[src/rtl/chain_stim_pkg.sv]
// Shared types and default widths for the chain pulse stimulus block.
package chain_stim_pkg;

  localparam int unsigned CFG_W_DEFAULT  = 8;
  localparam int unsigned EDGE_W_DEFAULT = 16;

  typedef enum logic [1:0] {
    IDLE = 2'd0,
    HIGH = 2'd1,
    LOW  = 2'd2,
    DONE = 2'd3
  } state_t;

endpackage

[src/rtl/edge_sync_det.sv]
// Two-flop synchronizer for an asynchronous input, followed by a history flop
// that turns level changes into single-cycle rise/fall pulses.
module edge_sync_det (
  input  logic clk,
  input  logic rst_n,
  input  logic sig,
  output logic rise,
  output logic fall
);

  logic sync1;
  logic sync2;
  logic prev;

  always_ff @(posedge clk or negedge rst_n) begin
    if (!rst_n) begin
      sync1 <= 1'b0;
      sync2 <= 1'b0;
      prev  <= 1'b0;
    end else begin
      sync1 <= sig;
      sync2 <= sync1;
      prev  <= sync2;
    end
  end

  assign rise = sync2 & ~prev;
  assign fall = ~sync2 & prev;

endmodule

[src/rtl/chain_pulse_stim.sv]
// Drives a configurable pulse train into an external chain and counts the
// transitions that come back on its (asynchronous) output.
module chain_pulse_stim
  import chain_stim_pkg::*;
#(
  parameter int unsigned CFG_W  = CFG_W_DEFAULT,
  parameter int unsigned EDGE_W = EDGE_W_DEFAULT
) (
  input  logic              clk,
  input  logic              rst_n,
  input  logic              start,
  input  logic [CFG_W-1:0]  pulse_width,
  input  logic [CFG_W-1:0]  pulse_gap,
  input  logic [CFG_W-1:0]  pulse_count,
  output logic              myin,
  output logic              mygnd,
  input  logic              myout,
  output logic              busy,
  output logic              done,
  output logic [EDGE_W-1:0] edge_count
);

  state_t state;
  state_t state_nxt;

  logic [CFG_W-1:0] width_q;
  logic [CFG_W-1:0] gap_q;
  logic [CFG_W-1:0] cycle_cnt;
  logic [CFG_W-1:0] pulses_left;

  logic             accept_c;
  logic             cycle_last_c;
  logic             pulse_last_c;
  logic [CFG_W-1:0] gap_eff_c;

  logic myin_nxt;
  logic busy_nxt;
  logic done_nxt;

  logic rise;
  logic fall;

  assign mygnd        = 1'b0;
  assign accept_c     = (state == IDLE) && start;
  assign cycle_last_c = (cycle_cnt <= CFG_W'(1));
  assign pulse_last_c = (pulses_left <= CFG_W'(1));
  // A zero gap still produces one low cycle so pulses stay separable.
  assign gap_eff_c    = (gap_q == '0) ? CFG_W'(1) : gap_q;

  always_ff @(posedge clk or negedge rst_n) begin
    if (!rst_n) begin
      state <= IDLE;
    end else begin
      state <= state_nxt;
    end
  end

  always_comb begin
    state_nxt = state;
    case (state)
      IDLE: begin
        if (start) begin
          if ((pulse_count == '0) || (pulse_width == '0)) begin
            state_nxt = DONE;
          end else begin
            state_nxt = HIGH;
          end
        end
      end
      HIGH: begin
        if (cycle_last_c) begin
          state_nxt = LOW;
        end
      end
      LOW: begin
        if (cycle_last_c) begin
          state_nxt = pulse_last_c ? DONE : HIGH;
        end
      end
      DONE:    state_nxt = IDLE;
      default: state_nxt = IDLE;
    endcase
  end

  // Outputs are registered from the next state so myin is a clean flop output.
  always_comb begin
    myin_nxt = 1'b0;
    busy_nxt = 1'b0;
    done_nxt = 1'b0;
    case (state_nxt)
      HIGH: begin
        myin_nxt = 1'b1;
        busy_nxt = 1'b1;
      end
      LOW:     busy_nxt = 1'b1;
      DONE:    done_nxt = 1'b1;
      default: ;
    endcase
  end

  always_ff @(posedge clk or negedge rst_n) begin
    if (!rst_n) begin
      myin <= 1'b0;
      busy <= 1'b0;
      done <= 1'b0;
    end else begin
      myin <= myin_nxt;
      busy <= busy_nxt;
      done <= done_nxt;
    end
  end

  // Config latch and down-counters; counters hold at zero rather than wrap.
  always_ff @(posedge clk or negedge rst_n) begin
    if (!rst_n) begin
      width_q     <= '0;
      gap_q       <= '0;
      cycle_cnt   <= '0;
      pulses_left <= '0;
    end else if (accept_c) begin
      width_q     <= pulse_width;
      gap_q       <= pulse_gap;
      cycle_cnt   <= pulse_width;
      pulses_left <= pulse_count;
    end else begin
      case (state)
        HIGH: begin
          if (cycle_last_c) begin
            cycle_cnt <= gap_eff_c;
          end else if (cycle_cnt != '0) begin
            cycle_cnt <= cycle_cnt - CFG_W'(1);
          end
        end
        LOW: begin
          if (cycle_last_c) begin
            if (!pulse_last_c) begin
              cycle_cnt   <= width_q;
              pulses_left <= pulses_left - CFG_W'(1);
            end
          end else if (cycle_cnt != '0) begin
            cycle_cnt <= cycle_cnt - CFG_W'(1);
          end
        end
        default: ;
      endcase
    end
  end

  edge_sync_det u_edge_sync_det (
    .clk   (clk),
    .rst_n (rst_n),
    .sig   (myout),
    .rise  (rise),
    .fall  (fall)
  );

  // Accepted start clears the count even if an edge lands in the same cycle.
  always_ff @(posedge clk or negedge rst_n) begin
    if (!rst_n) begin
      edge_count <= '0;
    end else if (accept_c) begin
      edge_count <= '0;
    end else if ((rise || fall) && (edge_count != '1)) begin
      edge_count <= edge_count + EDGE_W'(1);
    end
  end

endmodule
[config.mk]
export PLATFORM = sky130hd
export DESIGN_NAME = chain_pulse_stim
export DESIGN_NICKNAME = d
export VERILOG_FILES = /design/src/rtl/chain_stim_pkg.sv /design/src/rtl/edge_sync_det.sv /design/src/rtl/chain_pulse_stim.sv
export SDC_FILE = /design/constraint.sdc
export NUM_CORES = 1
export LEC_CHECK = 0
export CAP_MARGIN = 10
export CORE_ASPECT_RATIO = 0.8
export CORE_MARGIN = 3
export CORE_UTILIZATION = 58
export DETAILED_ROUTE_END_ITERATION = 8
export GPL_ROUTABILITY_DRIVEN = 0
export HOLD_SLACK_MARGIN = 0.05
export PLACE_DENSITY = 0.89
export SYNTH_ARGS = -nofsm -noshare
export SYNTH_HDL_FRONTEND = slang
export SYNTH_HIERARCHICAL = 1
export SYNTH_SLANG_ARGS = --single-unit
[constraint.sdc]
create_clock -name clk -period 4.39 [get_ports clk]
set_clock_uncertainty 0.1 [all_clocks]
set_input_delay 0.878 -clock clk [delete_from_list [all_inputs] [get_ports clk]]
set_output_delay 0.878 -clock clk [all_outputs]
set_load 0.01 [all_outputs]
==> results of run 1 <==
## worst paths after layout
path / slack [ns] / to / depth (start not counted)
setup reg to reg: 1.50 / pulses_left[6] / 7
hold / removal: 0.26 / u_edge_sync_det/sync2 / 0
setup / recovery: 1.50 / pulses_left[6] / 7
max in group asynchronous: 2.87 / pulses_left[2] / 2
hold reg to reg: 0.26 / u_edge_sync_det/sync2 / 0
min in group asynchronous: 0.49 / u_edge_sync_det/sync1 / 1
## final cells by class
cell class,count,share of cell area
repair buffers,51,0.138
multi-input cells,261,0.416
flip-flops and latches,56,0.393
well taps,60,0.0210
inverters,6,0.00631
clock buffers,8,0.0253
## power by group through the flow
stage	Clock [mW]	Combinational, mW	Sequential (mW)
global route	0.310	0.853	0.925
global placement	0	0.714	0.887
CTS	0.291	0.752	0.889
floorplan	0	0.531	0.849
detailed placement	0	0.746	0.897
finish	0.286	0.759	0.896
## placed cells by master, fill, tap and decap left out, drive strengths merged, types with 8 or more instances in the layout
| master | netlist | routed |
|---|---|---|
| nand3 | 13 | 13 |
| nand2 | 75 | 75 |
| o21ai | 13 | 13 |
| clkbuf | 13 | 8 |
| o211ai | 8 | 8 |
| nor2 | 31 | 31 |
| or4 | 9 | 9 |
| a21oi | 10 | 10 |
| dfrtp | 56 | 56 |
| a31oi | 13 | 13 |
| clkdlybuf4s50 | 0 | 45 |
## state kept, by name (all words and copies together), names as in the netlist, 2 cells and up
signal       count
cycle_cnt        8
edge_count      16
gap_q            8
pulses_left      8
state            2
width_q          8
## logic make-up after synthesis
kind of cell | after synthesis | share of synthesized area
other cells | 1 | 0.00125
compound gates | 62 | 0.137
mux | 4 | 0.0150
simple gates | 175 | 0.278
xor+xnor | 13 | 0.0379
buf+inv | 26 | 0.0391
fa+ha+maj | 6 | 0.0250
flops | 56 | 0.466
## critical path, cell delays in order (launching register included)
cell     delay (ns)
dfrtp_1        0.47
inv_1          0.09
ha_1           0.21
or2_2          0.15
and4b_1        0.77
and3_1         0.39
mux2_4         0.32
a221o_1        0.29
## routing by layer
layer / part of all wire / global-route usage / up-vias / routed length (µm)
met4: 0.0095 / 0.0484 / 0 / 68
met3: 0.092 / 0.0507 / 9 / 657
met2: 0.45 / 0.368 / 147 / 3200
met5: 0 / 0 / - / 0
met1: 0.45 / 0.382 / 1251 / 3230
li1: - / - / 1293 / -
## metrics by stage
step                      instance area [µm²]  std cells  hold slack [ns]
after floorplan                          3000        343            0.231
after global placement                   3480        434            0.240
after detailed placement                 3480        434            0.238
after CTS                                3570        442            0.264
after global routing                     3570        442            0.287
final                                    3570        442            0.259
==> key figures, run 1 <==
Synth
  • FF+latch count, synth: 56
  • EDFF count, synth: 0
  • Top-area cell type share of the netlist area: 0.466
  • Most common cell in the synthesized netlist: nand2_1
  • Syn Area/Cell: 8.76 µm²
  • Syn nets: 377
  • Leading area contributor after synthesis: dfrtp_1
  • Synthesis Warnings: 6
  • Commonest cells in the netlist: 75 x nand2_1, 56 x dfrtp_1, 31 x nor2_1
  • Commonest register cell after synthesis: dfrtp_1
  • Mapped cell area: 3000 µm²
  • Part of the Yosys area used for sequential elements: 0.466
  • Area contributors post-synth: dfrtp_1 47%, nand2_1 9.4%, nor2_1 3.9%, a31oi_1 2.7%, ha_1 2.5%
  • Synth unique cells: 47
  • Asr flop ratio synth: 1.00
  • Synth Instances: 343

Die
  • Starting Density: 0.627
  • Die Ht: 70.4 µm
  • Die Span X: 86.5 µm
  • DIE AREA: 6080 µm²
  • Site Rows: 22
  • IO Pins: 48
  • Core area: 4790 µm²

Timing
  • Max_slew headroom: 0.427
  • Max Freq: 346 MHz
  • Final Worst Setup Slack: 1.50 ns
  • Total Neg Setup Slack: 0 ns
  • Period utilization: 0.659
  • Slew Viols, Final: 0
  • RSZ-0062 raised after global routing: no
  • Worst-Margin Slew: 0.859 ns
  • Final min period: 2.89 ns
  • Hold violation count in the final report: 0
  • Setup-failing EPs final: 0

Power
  • Logic pwr share: 0.391
  • Total Power: 1.94 mW
  • Sequential share of power: 0.461
  • Worst vdd ir: 344 µV
  • Clock power share: 0.147
  • Switching share of power: 0.397
  • PwrDens: 544 nW/µm²
  • Switching power: 770 µW
  • Int Pwr: 1.17 mW
  • Leakage: 1.53 nW

Finish
  • Reg area: 1400 µm²
  • Layout cells sized above 1: 0.0471
  • Final Util: 0.745
  • Final #Nets: 415
  • Fillers: 354
  • Area Overhead vs Synth: 18.7%
  • Footprint of the multi-input gates: 1490 µm²
  • # diodes: 0

CTS
  • CTS tree: yes
  • Root buf cell: clkbuf_8
  • Clock Path Buffers: 2
  • TritonCTS buffer count: 5
  • Clock Pin Slew Worst Setup and Hold Paths: 0.10 ns
  • Cts repair resizes: 0
  • Clock tree sinks: 56
  • CTS hold repair buffers: 0
  • Clock Latency Late Sink: 0.31 ns
  • Post-CTS setup repair buffer count: 0
  • # H-tree levels: 2

Routing
  • Initial DRC count: 335
  • Drt first pass iters: 5
  • Via count: 2700
  • Aggregate routed wire length: 7.16 mm
  • WL per Instance: 16.2 µm
  • DRC Markers: 0
  • Drt via density: 6.11
  • Antenna Violating Nets Remaining: 0

Worst setup path
  • CP Data Required Time: 4.49 ns
  • Worst r2r src: cycle_cnt[0]
  • Kind of critical path: reg2reg
  • Critical Path Source Type: register
  • Arrival time at the worst endpoint: 2.99 ns
  • CP endpoint kind: register
  • Critical path origin: cycle_cnt[0]
  • CP max FO: 25

Global routing
  • Initial antenna violation count: 0
  • Total track usage: 0.250
  • Largest net degree at the start of global routing: 31
  • First-pass GRT wire length: 12.0 mm
  • Gr ovfl total: 0
  • Vias in the first global route: 2404

Placed design
  • PortBufs: 46
  • Place WS: 1.53 ns
  • Hpwl dp: 5.23 mm

Status
  • Status: finished, final reports clean

Min path
  • Min-Delay Path Class: reg2reg
  • Hold wc startpoint: u_edge_sync_det/sync1

Run
  • Max Cap Viol: 0
Power figures use the tool's default switching activity.
==> run 2: changes to the inputs <==
CORE_UTILIZATION = 48   (was 58)
PLACE_DENSITY = 0.8   (was 0.89)
clock period = 2.6 ns   (was 4.39 ns; I/O delays follow)
==> key figures, run 2 (synthesis results as in run 1) <==
Finish
  • Layout cells sized above 1: 0.0742
  • Area Overhead vs Synth: 22.4%
  • Commonest non-fill, non-tap cell in the layout: nand2_1
  • Final #Nets: 424
  • Final std cells w/o fill: 472
  • Most flops, register: edge_count
  • Post-route cell area: 3680 µm²
  • Commonest non-fill, non-tap cells in the layout: 75 x nand2_1, 56 x dfrtp_1, 45 x clkdlybuf4s50_1
  • Largest register FFs: 16
  • # diodes: 0
  • Final Util: 0.615

CTS
  • Clock Pin Slew Worst Setup and Hold Paths: 0.10 ns
  • Clock Latency Late Sink: 0.31 ns
  • # H-tree levels: 2
  • Root buf cell: clkbuf_8
  • Clock Path Buffers: 2
  • Cts repair resizes: 0
  • TritonCTS buffer count: 5
  • Post-CTS setup repair buffer count: 0
  • CTS hold repair buffers: 0
  • Clock tree sinks: 56
  • CTS tree: yes

Timing
  • Max_slew headroom: 0.579
  • Final Worst Setup Slack: 0.0780 ns
  • Final min period: 2.52 ns
  • Max Freq: 397 MHz
  • Period utilization: 0.970
  • Hold violation count in the final report: 0
  • Slew Viols, Final: 0
  • Total Neg Setup Slack: 0 ns
  • RSZ-0062 raised after global routing: no
  • Worst-Margin Slew: 0.632 ns
  • Setup-failing EPs final: 0

Routing
  • WL per Instance: 14.8 µm
  • Drt first pass iters: 5
  • Initial DRC count: 219
  • Aggregate routed wire length: 6.97 mm
  • Antenna Violating Nets Remaining: 0
  • DRC Markers: 0
  • Via count: 2690
  • Drt via density: 5.70

Worst setup path
  • CP Cell Sequence: or4_1 > or4_1 > and3_1 > mux2_4 > a221o_1
  • Worst path max stage delay: 0.53 ns
  • CP max-delay cell: or4_1
  • CP max FO: 5
  • Critical Path Source Type: register
  • CP delay by family, top: simple AND/OR/NAND/NOR gates
  • CP endpoint kind: register
  • CP bufs+invs: 0
  • CP Data Required Time: 2.70 ns
  • Arrival time at the worst endpoint: 2.62 ns
  • Kind of critical path: reg2reg
  • Cell mode on critical path: or4_1

Die
  • Starting Density: 0.503
  • Site Rows: 25
  • Die Ht: 76.8 µm
  • Die Span X: 94.5 µm
  • IO Pins: 48
  • Core area: 5970 µm²
  • DIE AREA: 7250 µm²

Global routing
  • Vias in the first global route: 2547
  • Largest net degree at the start of global routing: 31
  • Total track usage: 0.201
  • Initial antenna violation count: 0
  • First-pass GRT wire length: 11.7 mm
  • Gr ovfl total: 0

Placed design
  • Hpwl dp: 5.11 mm
  • Place WS: 0.0776 ns
  • Placed insts: 464
  • Area after DPL: 3580 µm²
  • PortBufs: 46

Power
  • Clock power share: 0.147
  • Leakage: 1.59 nW
  • PwrDens: 894 nW/µm²
  • Switching share of power: 0.389
  • Int Pwr: 2.01 mW
  • Switching power: 1.28 mW
  • Sequential share of power: 0.458
  • Logic pwr share: 0.395
  • Worst vdd ir: 434 µV

Min path
  • Min-Delay Path Class: in2async

Run
  • Max Cap Viol: 0

Status
  • Status: finished, final reports clean
-- run 2: cell types whose count changed in the layout (fill, tap and decap cells not counted), sizes merged --
cell    change
clkinv      +2
clkbuf      -2
buf         +9
-- run 2: path summary, 6_finish.rpt --
path / startpoint / depth (start not counted) / slack (ns) / endpoint
setup / recovery: pulses_left[6] / 5 / 0.08 / pulses_left[6]
hold / removal: rst_n / 1 / 0.12 / myin
setup reg to reg: pulses_left[6] / 5 / 0.08 / pulses_left[6]
hold reg to reg: u_edge_sync_det/sync1 / 0 / 0.26 / u_edge_sync_det/sync2
max in group asynchronous: rst_n / 2 / 1.70 / edge_count[14]
min in group clk: u_edge_sync_det/sync1 / 0 / 0.26 / u_edge_sync_det/sync2
-- run 2: per-layer routing --
| metal | vias up | track usage | routed length (µm) |
|---|---|---|---|
| met3 | 8 | 0.0402 | 469 |
| met4 | 0 | 0.0576 | 67 |
| met2 | 105 | 0.304 | 3050 |
| met5 | - | 0 | 0 |
| met1 | 1271 | 0.292 | 3390 |
| li1 | 1306 | - | - |
-- run 2: cell type report --
type / instances / area [µm²]
Multi-Input combinational cell: 261 / 1490
Clock inverter: 2 / 10.0
Tap cell: 81 / 101
Timing Repair Buffer: 60 / 573
Inverter: 6 / 22.5
Fill cell: 505 / 2300
Clock buffer: 6 / 82.6
Sequential cell: 56 / 1400
-- run 2: power by group through the flow --
| stage | logic, mW | registers (mW) | clock network, mW |
|---|---|---|---|
| 5_1_grt | 1.47 | 1.55 | 0.533 |
| 2_1_floorplan | 0.897 | 1.43 | 0 |
| 4_1_cts | 1.30 | 1.49 | 0.498 |
| 3_5_place_dp | 1.29 | 1.51 | 0 |
| 6_report | 1.30 | 1.51 | 0.484 |
| 3_3_place_gp | 1.24 | 1.49 | 0 |
-- run 2: worst reg2reg max path, stage by stage (launching register included) --
cell     delay (ns)
dfrtp_1        0.44
or4_1          0.53
or4_1          0.50
and3_1         0.25
mux2_4         0.31
a221o_1        0.28
-- run 2: per-stage QoR --
| stage | hold slack, ns | power, mW |
|---|---|---|
| 2_1_floorplan | 0.124 | 2.33 |
| 3_3_place_gp | 0.242 | 2.73 |
| 3_5_place_dp | 0.245 | 2.79 |
| 4_1_cts | 0.143 | 3.29 |
| 5_1_grt | 0.163 | 3.55 |
| 6_report | 0.120 | 3.29 |
==> run 3: changes to the inputs <==
CTS_CLUSTER_SIZE = 24   (was not set)
==> results of run 3 <==
Same layout as run 2: the final DEF is identical, and so are final timing and power.
